===== src/rtl/mod_mul_arb.sv =====
// Two-requester round-robin arbiter wrapped around a repeated-addition multiplier.
// One job at a time: capture operands, accumulate X for Y iterations, strobe the tagged product.
module mod_mul_arb #(
    parameter int WIDTH = 16
) (
    input  logic             clk,
    input  logic             reset,
    input  logic             req0,
    input  logic             req1,
    input  logic [WIDTH-1:0] x0,
    input  logic [WIDTH-1:0] y0,
    input  logic [WIDTH-1:0] x1,
    input  logic [WIDTH-1:0] y1,
    output logic             gnt0,
    output logic             gnt1,
    output logic [WIDTH-1:0] out,
    output logic             valid,
    output logic             done_id,
    output logic             busy,
    output logic [1:0]       state_dbg
);

    // Handshake: a requester holds reqN high with stable operands until it sees a
    // one-cycle gntN pulse; the operands are already captured when gntN is high.
    // valid is a one-cycle strobe qualifying out and done_id.

    typedef enum logic [1:0] {
        IDLE  = 2'd0,
        GRANT = 2'd1,
        RUN   = 2'd2,
        DONE  = 2'd3
    } state_t;

    state_t           state;
    state_t           state_nxt;

    logic [WIDTH-1:0] xr;
    logic [WIDTH-1:0] yr;
    logic [WIDTH-1:0] acc;
    logic [WIDTH-1:0] cnt;
    logic             owner;
    logic             last;

    logic             any_req;
    logic             sel;
    logic             run_done;

    assign any_req  = req0 | req1;
    // On a tie the requester that was not served last wins.
    assign sel      = (req0 & req1) ? ~last : req1;
    assign run_done = (cnt == yr);

    always_ff @(posedge clk or negedge reset) begin
        if (!reset) begin
            state <= IDLE;
        end else begin
            state <= state_nxt;
        end
    end

    always_comb begin
        state_nxt = state;
        case (state)
            IDLE:    if (any_req) state_nxt = GRANT;
            GRANT:   state_nxt = RUN;
            RUN:     if (run_done) state_nxt = DONE;
            DONE:    state_nxt = IDLE;
            default: state_nxt = IDLE;
        endcase
    end

    always_comb begin
        gnt0      = (state == GRANT) && !owner;
        gnt1      = (state == GRANT) &&  owner;
        valid     = (state == DONE);
        busy      = (state != IDLE);
        state_dbg = state;
    end

    // LAST resets to 1 so requester 0 wins the first tie.
    always_ff @(posedge clk or negedge reset) begin
        if (!reset) begin
            xr      <= '0;
            yr      <= '0;
            acc     <= '0;
            cnt     <= '0;
            owner   <= 1'b0;
            last    <= 1'b1;
            out     <= '0;
            done_id <= 1'b0;
        end else begin
            case (state)
                IDLE: begin
                    if (any_req) begin
                        xr    <= sel ? x1 : x0;
                        yr    <= sel ? y1 : y0;
                        acc   <= '0;
                        cnt   <= '0;
                        owner <= sel;
                    end
                end
                GRANT: last <= owner;
                RUN: begin
                    if (run_done) begin
                        out     <= acc;
                        done_id <= owner;
                    end else begin
                        acc <= acc + xr;
                        cnt <= cnt + 1'b1;
                    end
                end
                default: ;
            endcase
        end
    end

endmodule

===== config.mk =====
export PLATFORM = sky130hd
export DESIGN_NAME = mod_mul_arb
export DESIGN_NICKNAME = d
export VERILOG_FILES = /design/src/rtl/mod_mul_arb.sv
export SDC_FILE = /design/constraint.sdc
export NUM_CORES = 1
export LEC_CHECK = 0
export CAP_MARGIN = 15
export CELL_PAD_IN_SITES_DETAIL_PLACEMENT = 0
export CELL_PAD_IN_SITES_GLOBAL_PLACEMENT = 1
export CORE_ASPECT_RATIO = 0.5
export CORE_MARGIN = 4
export CORE_UTILIZATION = 40
export CTS_BUF_LIST = sky130_fd_sc_hd__clkbuf_16
export DETAILED_ROUTE_END_ITERATION = 6
export PLACE_DENSITY_LB_ADDON = 0.1
export SLEW_MARGIN = 20
export SYNTH_ARGS = -nofsm -noshare
export SYNTH_HDL_FRONTEND = slang
export SYNTH_SLANG_ARGS = --single-unit

===== constraint.sdc =====
create_clock -name clk -period 2.9 [get_ports clk]
set_clock_uncertainty 0.05 [all_clocks]
set_input_delay 0.58 -clock clk [delete_from_list [all_inputs] [get_ports clk]]
set_output_delay 0.58 -clock clk [all_outputs]
set_load 0.01 [all_outputs]

==> results of run 1 <==
[worst paths after layout]
check	startpoint	end	slack, ns	depth (start not counted)
worst max register to register	cnt[12]	cnt[7]	0.30	7
worst max-delay path	cnt[12]	cnt[7]	0.30	7
worst min-delay path	reset	acc[6]	0.13	1
worst min register to register	out[1]	out[1]	0.44	2
min in group clk	out[1]	out[1]	0.44	2
max in group asynchronous	reset	last	2.00	2
[registers in the layout (all words and copies together) (netlist names)]
signal	cells
state_dbg	2
xr	16
owner	1
cnt	16
done_id	1
acc	16
out	16
last	1
yr	16
[cells in the mapped netlist, drive strengths merged (6+ instances only)]
cell | number | area (sq um)
ha | 20 | 250
mux2 | 17 | 221
a21oi | 15 | 75.1
mux2i | 32 | 320
a21o | 9 | 67.6
dfrtp | 84 | 2100
nand2 | 67 | 251
o21ai | 49 | 245
clkbuf | 18 | 67.6
o221ai | 7 | 61.3
nand3b | 7 | 52.6
nand4 | 7 | 43.8
nor2 | 7 | 26.3
o31ai | 6 | 45.0
inv | 10 | 37.5
and3 | 10 | 62.6
xor2 | 21 | 184
buf | 9 | 57.6
[cell type report]
| cell class | instances | area (sq um) | share of cell area (%) |
|---|---|---|---|
| clock buffer | 9 | 225 | 3.69 |
| clock inverter | 6 | 33.8 | 0.554 |
| sequential | 85 | 2130 | 34.9 |
| tap | 159 | 199 | 3.26 |
| multi-input combinational | 346 | 2480 | 40.6 |
| inverter | 10 | 37.5 | 0.615 |
| timing repair buffer | 100 | 998 | 16.4 |
[kinds of logic after synthesis]
group	share of synthesized area, %
AND/OR/NAND/NOR	13.5
AO/OA/AOI/OAI	16.3
flip-flops	44.9
multiplexers	11.4
buffers and inverters	3.43
XOR/XNOR	4.80
adder cells (fa/ha/maj)	5.70
[power by group through the flow]
stage	Sequential [mW]	Combinational, mW	Clock [mW]
detailed placement	1.21	0.165	0
finish	1.19	0.161	1.03
global placement	1.21	0.164	0
global route	1.18	0.177	1.11
floorplan	1.21	0.0373	0
CTS	1.19	0.166	1.06
[metrics by stage]
stage / total power, mW / setup slack, ns / cells / instance area (sq um)
floorplan: 1.25 / 0.734 / 468 / 4740
global placement: 1.37 / 0.335 / 700 / 5840
detailed placement: 1.37 / 0.301 / 700 / 5840
CTS: 2.41 / 0.274 / 715 / 6100
global route: 2.47 / 0.0970 / 715 / 6100
finish: 2.37 / 0.299 / 715 / 6100
[layer usage]
layer	global-route usage [%]	vias to the layer above
li1	-	1861
met1	22.3	1717
met2	25.5	73
met3	3.88	4
met4	3.22	0
met5	0	-
==> impl_metrics.toml, run 1 <==
[power]
internal-power_mw = 1.86
cellLeakagePower_nw = 2.85
peakVddDrop_mv = 0.238
netSwitchingPower_uw = 515
clock_power_share_pct = 43.2
comb_power_share_pct = 6.8
switching_share_pct = 21.7
power.sequential.fraction_pct = 50.0
power_per_cell_area_nw_per_um2 = 389

[synthesis]
postSynth.topFlopCell = "dfrtp_1"
yosysWarnings = 0
avgSynthCellArea_sq_um = 10.1
synth.ff_latch_count = 85
synth-seq-area-share_pct = 44.9
synth_enable_flop_cells = 0
postSynthCellCount = 468
asyncSetResetFlopFracSynth_pct = 100
synth_area_sq_um = 4740
yosysUniqueCellTypes = 54
synth.net_count = 557

[sta]
grt_setup_unrepaired = "no"
fin_crit_sh_pct = 89.7
timing_max_transition_violations_final = 0
timing.final.crit_period_ns = 2.60
timing.slew.headroom_pct = 50.4
setup_total_negative_slack_ns = 0
holdWs_ns = 0.133
tightest_slew_ns = 0.736
hold_viol_final = 0
max_clock_freq_ghz = 0.385
report.final.setup_viol = 0

[global_route]
global_route.overflow_total = 0
grt_max_degree = 55
grt_first_pass_wirelength_um = 17800
antenna_found_initial = 0
grt.total_usage_pct = 16.0
number_of_global_route_vias_before_repair = 3520

[route]
detailed_route_vias_per_instance = 5.11
drt_drc_violations_left = 0
routed_wl_um = 10800
maxUsedRoutingLayer = "met4"
met2RoutedLength_um = 4960
met1_length_um = 5420
routedWlPerCell_um = 15.1
routed-via-count = 3655
wl_met3_um = 406
drt.antenna.violating_nets = 0
initialDrtViolationCount = 188
firstDrtPassIters = 4

[final_layout]
drive_above_1_share_pct = 8.63
layout.nets = 641
n_fill_cell = 1057
num_antenna_cells = 0
final_common_cell = "clkdlybuf4s50_1"
layout.cells.most_common_list = "89 x clkdlybuf4s50_1, 84 x dfrtp_1, 67 x nand2_1, 47 x o21ai_0, 32 x mux2i_1"
postLayoutCoreUtil_pct = 54.1
area_growth_syn_to_layout_pct = 28.6

[critical_path]
path_cells = "xor2_1 -> nor4_1 -> nand4_1 -> o21ai_2 -> buf_4 -> nor4b_1 -> a211o_1"
max_stage_delay_cell_worst_path = "o21ai_2"
timing.setup.critical_path_class = "flop to flop"
timing.critical_path.to_type = "flop"
critical_path.startpoint_type = "flop"
cp_slowest_stage_delay_ns = 0.56
number_of_buffers_and_inverters_on_the_critical_path = 1
cpLargestDelayFamily = "compound AO/OA/AOI/OAI gates"
worst_ep_required_time_ns = 3.07
data_arrival_time_of_the_worst_path_ns = 2.78
crit_path_max_fanout = 15

[placement]
numPortBuffers = 90
place_congestion = 0.813
detailedPlacementHpwl_um = 7970

[floorplan]
row_count = 27
initial_utilization_pct = 42.0
die_h_um = 85
floorplan.die_area_sq_um = 13800
die_width_um = 162
top_level_ports = 91
core_area_sq_um = 11300

[clocking]
clock_sinks = 85
cts_tree = "yes"
htree_levels = 3
clock_latency_ns = 0.34
clk_root_buf = "clkbuf_16"
post-cts-setup-buffer-count = 0
ctsResizeCount = 0
holdBufCountCts = 0
cts.path.max_buffers = 2
numCtsBuffers = 9
clkTransAtPathRegs_ns = 0.06

[flow_run]
max_cap_violation_count = 0

[status]
result_of_the_run = "complete, no violations"

[min_path]
hp-class = "primary input to asynchronous set/reset pin"
(Power assumes the default switching activity.)
==> inputs of run 2 (changes only) <==
- MAX_ROUTING_LAYER: default -> met4
==> run 2 against run 1 <==
  * Register-to-register slack barely moved
  * Clock power about the same
  * Critical endpoint unchanged
  * Fmax is 0.40% higher
  * Critical path type unchanged
  * Sequential power is essentially flat
  * Via count grew 0.25%
  * Sequential share of layout area stayed put
  * Design area unchanged
  * Critical path depth is the same
  * Highest routed layer unchanged
==> impl_metrics.toml, run 2 (synthesis results as in run 1) <==
[critical_path]
number_of_buffers_and_inverters_on_the_critical_path = 1
worst_ep_required_time_ns = 3.07
timing.critical_path.to_type = "flop"
cpLargestDelayFamily = "compound AO/OA/AOI/OAI gates"
cp.depth = 7
r2r.worst_path.cells = 7
rr_startpoint = "cnt[12]"
timing.reg2reg.setup_slack_ns = 0.31
max_stage_delay_cell_worst_path = "o21ai_2"
cp_slowest_stage_delay_ns = 0.55
r2r_end = "cnt[7]"
data_arrival_time_of_the_worst_path_ns = 2.76
path_cells = "xor2_1 -> nor4_1 -> nand4_1 -> o21ai_2 -> buf_4 -> nor4b_1 -> a211o_1"
critical_path.startpoint_type = "flop"
crit_path_max_fanout = 15
timing.setup.critical_path_class = "flop to flop"

[global_route]
number_of_global_route_vias_before_repair = 3528
global_route.overflow_total = 0
grt.total_usage_pct = 16.5
antenna_found_initial = 0
grt_first_pass_wirelength_um = 17700
grt_max_degree = 55

[placement]
numPortBuffers = 90
placed_cells_incl_taps = 700
place_congestion = 0.825
detailedPlacementHpwl_um = 7970

[power]
power_per_cell_area_nw_per_um2 = 389
total_power_mw = 2.37
peakVddDrop_mv = 0.238
cellLeakagePower_nw = 2.85

[route]
routed_wl_um = 10800
routed-via-count = 3664
drt_drc_violations_left = 0
drt.antenna.violating_nets = 0
routedWlPerCell_um = 15.1
firstDrtPassIters = 5
initialDrtViolationCount = 215
detailed_route_vias_per_instance = 5.12

[final_layout]
postLayoutCoreUtil_pct = 54.1
drive_above_1_share_pct = 8.63
seq_area_sq_um = 2130
layout.nets = 641
final_cell_count_no_fill = 715
final_common_cell = "clkdlybuf4s50_1"
num_antenna_cells = 0
area_growth_syn_to_layout_pct = 28.6
multi_input_comb_area_sq_um = 2480
layout.cells.most_common_list = "89 x clkdlybuf4s50_1, 84 x dfrtp_1, 67 x nand2_1, 47 x o21ai_0, 32 x mux2i_1"
n_fill_cell = 1057

[clocking]
clock_latency_ns = 0.34
holdBufCountCts = 0
clkTransAtPathRegs_ns = 0.06
cts_tree = "yes"
ctsResizeCount = 0
cts.path.max_buffers = 2
clock_sinks = 85
numCtsBuffers = 9
clk_root_buf = "clkbuf_16"
post-cts-setup-buffer-count = 0
htree_levels = 3

[floorplan]
row_count = 27
die_h_um = 85
top_level_ports = 91
core_area_sq_um = 11300
die_width_um = 162
initial_utilization_pct = 42.0
floorplan.die_area_sq_um = 13800

[sta]
tightest_slew_ns = 0.712
timing.slew.headroom_pct = 52.0
grt_setup_unrepaired = "no"
report.final.setup_viol = 0
timing.final.crit_period_ns = 2.59
fin_crit_sh_pct = 89.3
hold_viol_final = 0
timing_max_transition_violations_final = 0
holdWs_ns = 0.133
setup_total_negative_slack_ns = 0
max_clock_freq_ghz = 0.386

[status]
result_of_the_run = "complete, no violations"

[flow_run]
max_cap_violation_count = 0

[min_path]
hp-class = "primary input to asynchronous set/reset pin"
run 2: worst reg2reg max path: cells and delay by family (launching register included):
| family | cells | cell delay [ns] |
|---|---|---|
| simple gates | 3 | 0.72 |
| xor+xnor | 1 | 0.19 |
| compound gates | 2 | 0.79 |
| flops | 1 | 0.44 |
| buf+inv | 1 | 0.30 |
run 2: area by class of cell:
cell class / count / area share, %
multi-input cells: 346 / 40.6
flip-flops and latches: 85 / 34.9
repair buffers: 100 / 16.4
clock buffers: 9 / 3.69
well taps: 159 / 3.26
inverters: 10 / 0.615
clock inverters: 6 / 0.554
run 2: how the worst max path moves through the flow:
stage	from	to	slack, ns
2_1_floorplan	xr[6]	acc[14]	0.73
3_3_place_gp	cnt[12]	cnt[7]	0.33
3_5_place_dp	req0	acc[4]	0.30
4_1_cts	cnt[4]	cnt[7]	0.27
5_1_grt	cnt[12]	cnt[7]	0.08
6_report	cnt[12]	cnt[7]	0.31
run 2: layer usage:
layer  track usage, %  wire, um  vias up
li1                 -         -     1865
met1             22.2      5430     1726
met2             25.6      4950       71
met3             4.32       383        2
met4             2.76        27        0
met5                -         0        -
run 2: where the power goes:
group	switching [mW]	internal, mW
Combinational	0.0579	0.104
Sequential	0	1.19
Clock	0.456	0.567
run 2: stage by stage:
step                setup WS (ns)  cell area, sq um
floorplan                   0.734              4740
global placement            0.335              5840
finish                      0.310              6100
global route               0.0834              6100
CTS                         0.274              6100
detailed placement          0.301              5840
==> inputs of run 3 (changes only) <==
- CORE_UTILIZATION: 40 -> 27
==> run 3 against run 2 <==
  * Wire length grew 11%
  * Register-to-register slack gained 0.22 ns
  * First-iteration DRC count grew 11%
  * Sequential power is essentially flat
  * Setup slack gained 0.16 ns
  * Count of clock-buffer cells in the layout is the same
  * Critical path depth shrank 3
  * Die area grew 44%
  * Sequential cell count is the same
  * Critical endpoint is now busy
  * Largest cell class unchanged
  * Highest routed layer unchanged
==> impl_metrics.toml, run 3 (synthesis results as in run 1) <==
[sta]
hold_viol_final = 0
max_clock_freq_ghz = 0.412
fin_crit_sh_pct = 83.7
grt_setup_unrepaired = "no"
setup_total_negative_slack_ns = 0
timing.slew.headroom_pct = 64.2
holdWs_ns = 0.152
tightest_slew_ns = 0.534
timing.final.crit_period_ns = 2.43
timing_max_transition_violations_final = 0
report.final.setup_viol = 0

[route]
drt.antenna.violating_nets = 0
drt_drc_violations_left = 0
routed_wl_um = 11900
firstDrtPassIters = 4
initialDrtViolationCount = 238
detailed_route_vias_per_instance = 4.60
routedWlPerCell_um = 15.1
routed-via-count = 3630

[floorplan]
die_h_um = 102
top_level_ports = 91
die_width_um = 195
initial_utilization_pct = 28.2
floorplan.die_area_sq_um = 19900
row_count = 33
core_area_sq_um = 16800

[clocking]
clk_root_buf = "clkbuf_16"
ctsResizeCount = 0
cts_tree = "yes"
holdBufCountCts = 0
numCtsBuffers = 9
clock_latency_ns = 0.34
clkTransAtPathRegs_ns = 0.07
cts.path.max_buffers = 2
post-cts-setup-buffer-count = 0
htree_levels = 3
clock_sinks = 85

[flow_run]
max_cap_violation_count = 0

[final_layout]
final_design_area_no_fill_sq_um = 6280
layout.cells.most_common_list = "89 x clkdlybuf4s50_1, 84 x dfrtp_1, 67 x nand2_1, 47 x o21ai_0, 32 x mux2i_1"
final_common_cell = "clkdlybuf4s50_1"
area_growth_syn_to_layout_pct = 32.4
layout.nets = 646
num_antenna_cells = 0
n_fill_cell = 1709
drive_above_1_share_pct = 9.61

[power]
power_per_cell_area_nw_per_um2 = 411
peakVddDrop_mv = 0.274
cellLeakagePower_nw = 2.90

[critical_path]
crit_path_max_fanout = 6
worst_ep_required_time_ns = 2.27
timing.reg2reg.setup_slack_ns = 0.53
critical_path.startpoint_type = "flop"
r2r.worst_path.cells = 7
timing.critical_path.to_type = "primary output"
timing.setup.critical_path_class = "flop to primary output"
r2r_end = "acc[15]"
rr_startpoint = "acc[6]"
data_arrival_time_of_the_worst_path_ns = 1.80

[status]
result_of_the_run = "complete, no violations"

[min_path]
hp-class = "primary input to asynchronous set/reset pin"

[global_route]
antenna_found_initial = 0
grt_first_pass_wirelength_um = 19900
grt_max_degree = 39
number_of_global_route_vias_before_repair = 3792
grt.total_usage_pct = 12.8
global_route.overflow_total = 0

[placement]
place_congestion = 0.775
detailedPlacementHpwl_um = 9040
placed_cell_area_sq_um = 5960
numPortBuffers = 90
## run 3: cell types whose count changed in the layout (fill, tap and decap cells not counted), sizes merged
cell      previous run  this run
clkinv               3         5
buf                 11        16
inv                 12        10
bufinv               0         2
clkinvlp             1         0
## run 3: worst max-delay path, cell delays in order (launching register included)
cell,delay [ns]
dfrtp_1,0.42
inv_1,0.08
ha_1,0.29
inv_1,0.12
clkdlybuf4s50_1,0.54
## run 3: layout make-up
class	instances	area [sq um]	share of cell area, %
tap	227	284	4.52
sequential	85	2130	33.9
timing repair buffer	105	1040	16.5
inverter	10	37.5	0.598
clock inverter	7	90.1	1.43
multi-input combinational	346	2480	39.5
clock buffer	9	225	3.59
## run 3: report_power, final
| group | total [mW] | switching (mW) | internal (mW) |
|---|---|---|---|
| combinational | 0.164 | 0.0596 | 0.105 |
| clock | 1.23 | 0.479 | 0.750 |
| sequential | 1.19 | 0 | 1.19 |
| total | 2.58 | 0.539 | 2.04 |
## run 3: layer usage
layer  wire length, um  vias up  GRT usage [%]
met5                 0        -              -
met2              5360       46           20.3
met1              6100     1703           17.2
met3               391       10           2.89
li1                  -     1871              -
met4                88        0           2.25
## run 3: metrics by stage
step / worst slack, ns / instances / util (%) / power, mW
floorplan: 0.734 / 468 / - / 1.25
global placement: 0.358 / 773 / 35.5 / 1.38
detailed placement: 0.349 / 773 / 35.5 / 1.38
CTS: 0.419 / 789 / 37.4 / 2.64
global route: 0.300 / 789 / 37.4 / 2.69
finish: 0.473 / 789 / 37.4 / 2.58
## run 3: how the worst max path moves through the flow
stage                 start       to  depth (start not counted)
2_1_floorplan         xr[6]  acc[14]                          8
3_3_place_gp           req0   acc[2]                          6
3_5_place_dp           req0   acc[2]                          6
5_1_grt               xr[8]  acc[13]                          7
6_report       state_dbg[0]     busy                          4
4_1_cts        state_dbg[0]     busy                          4
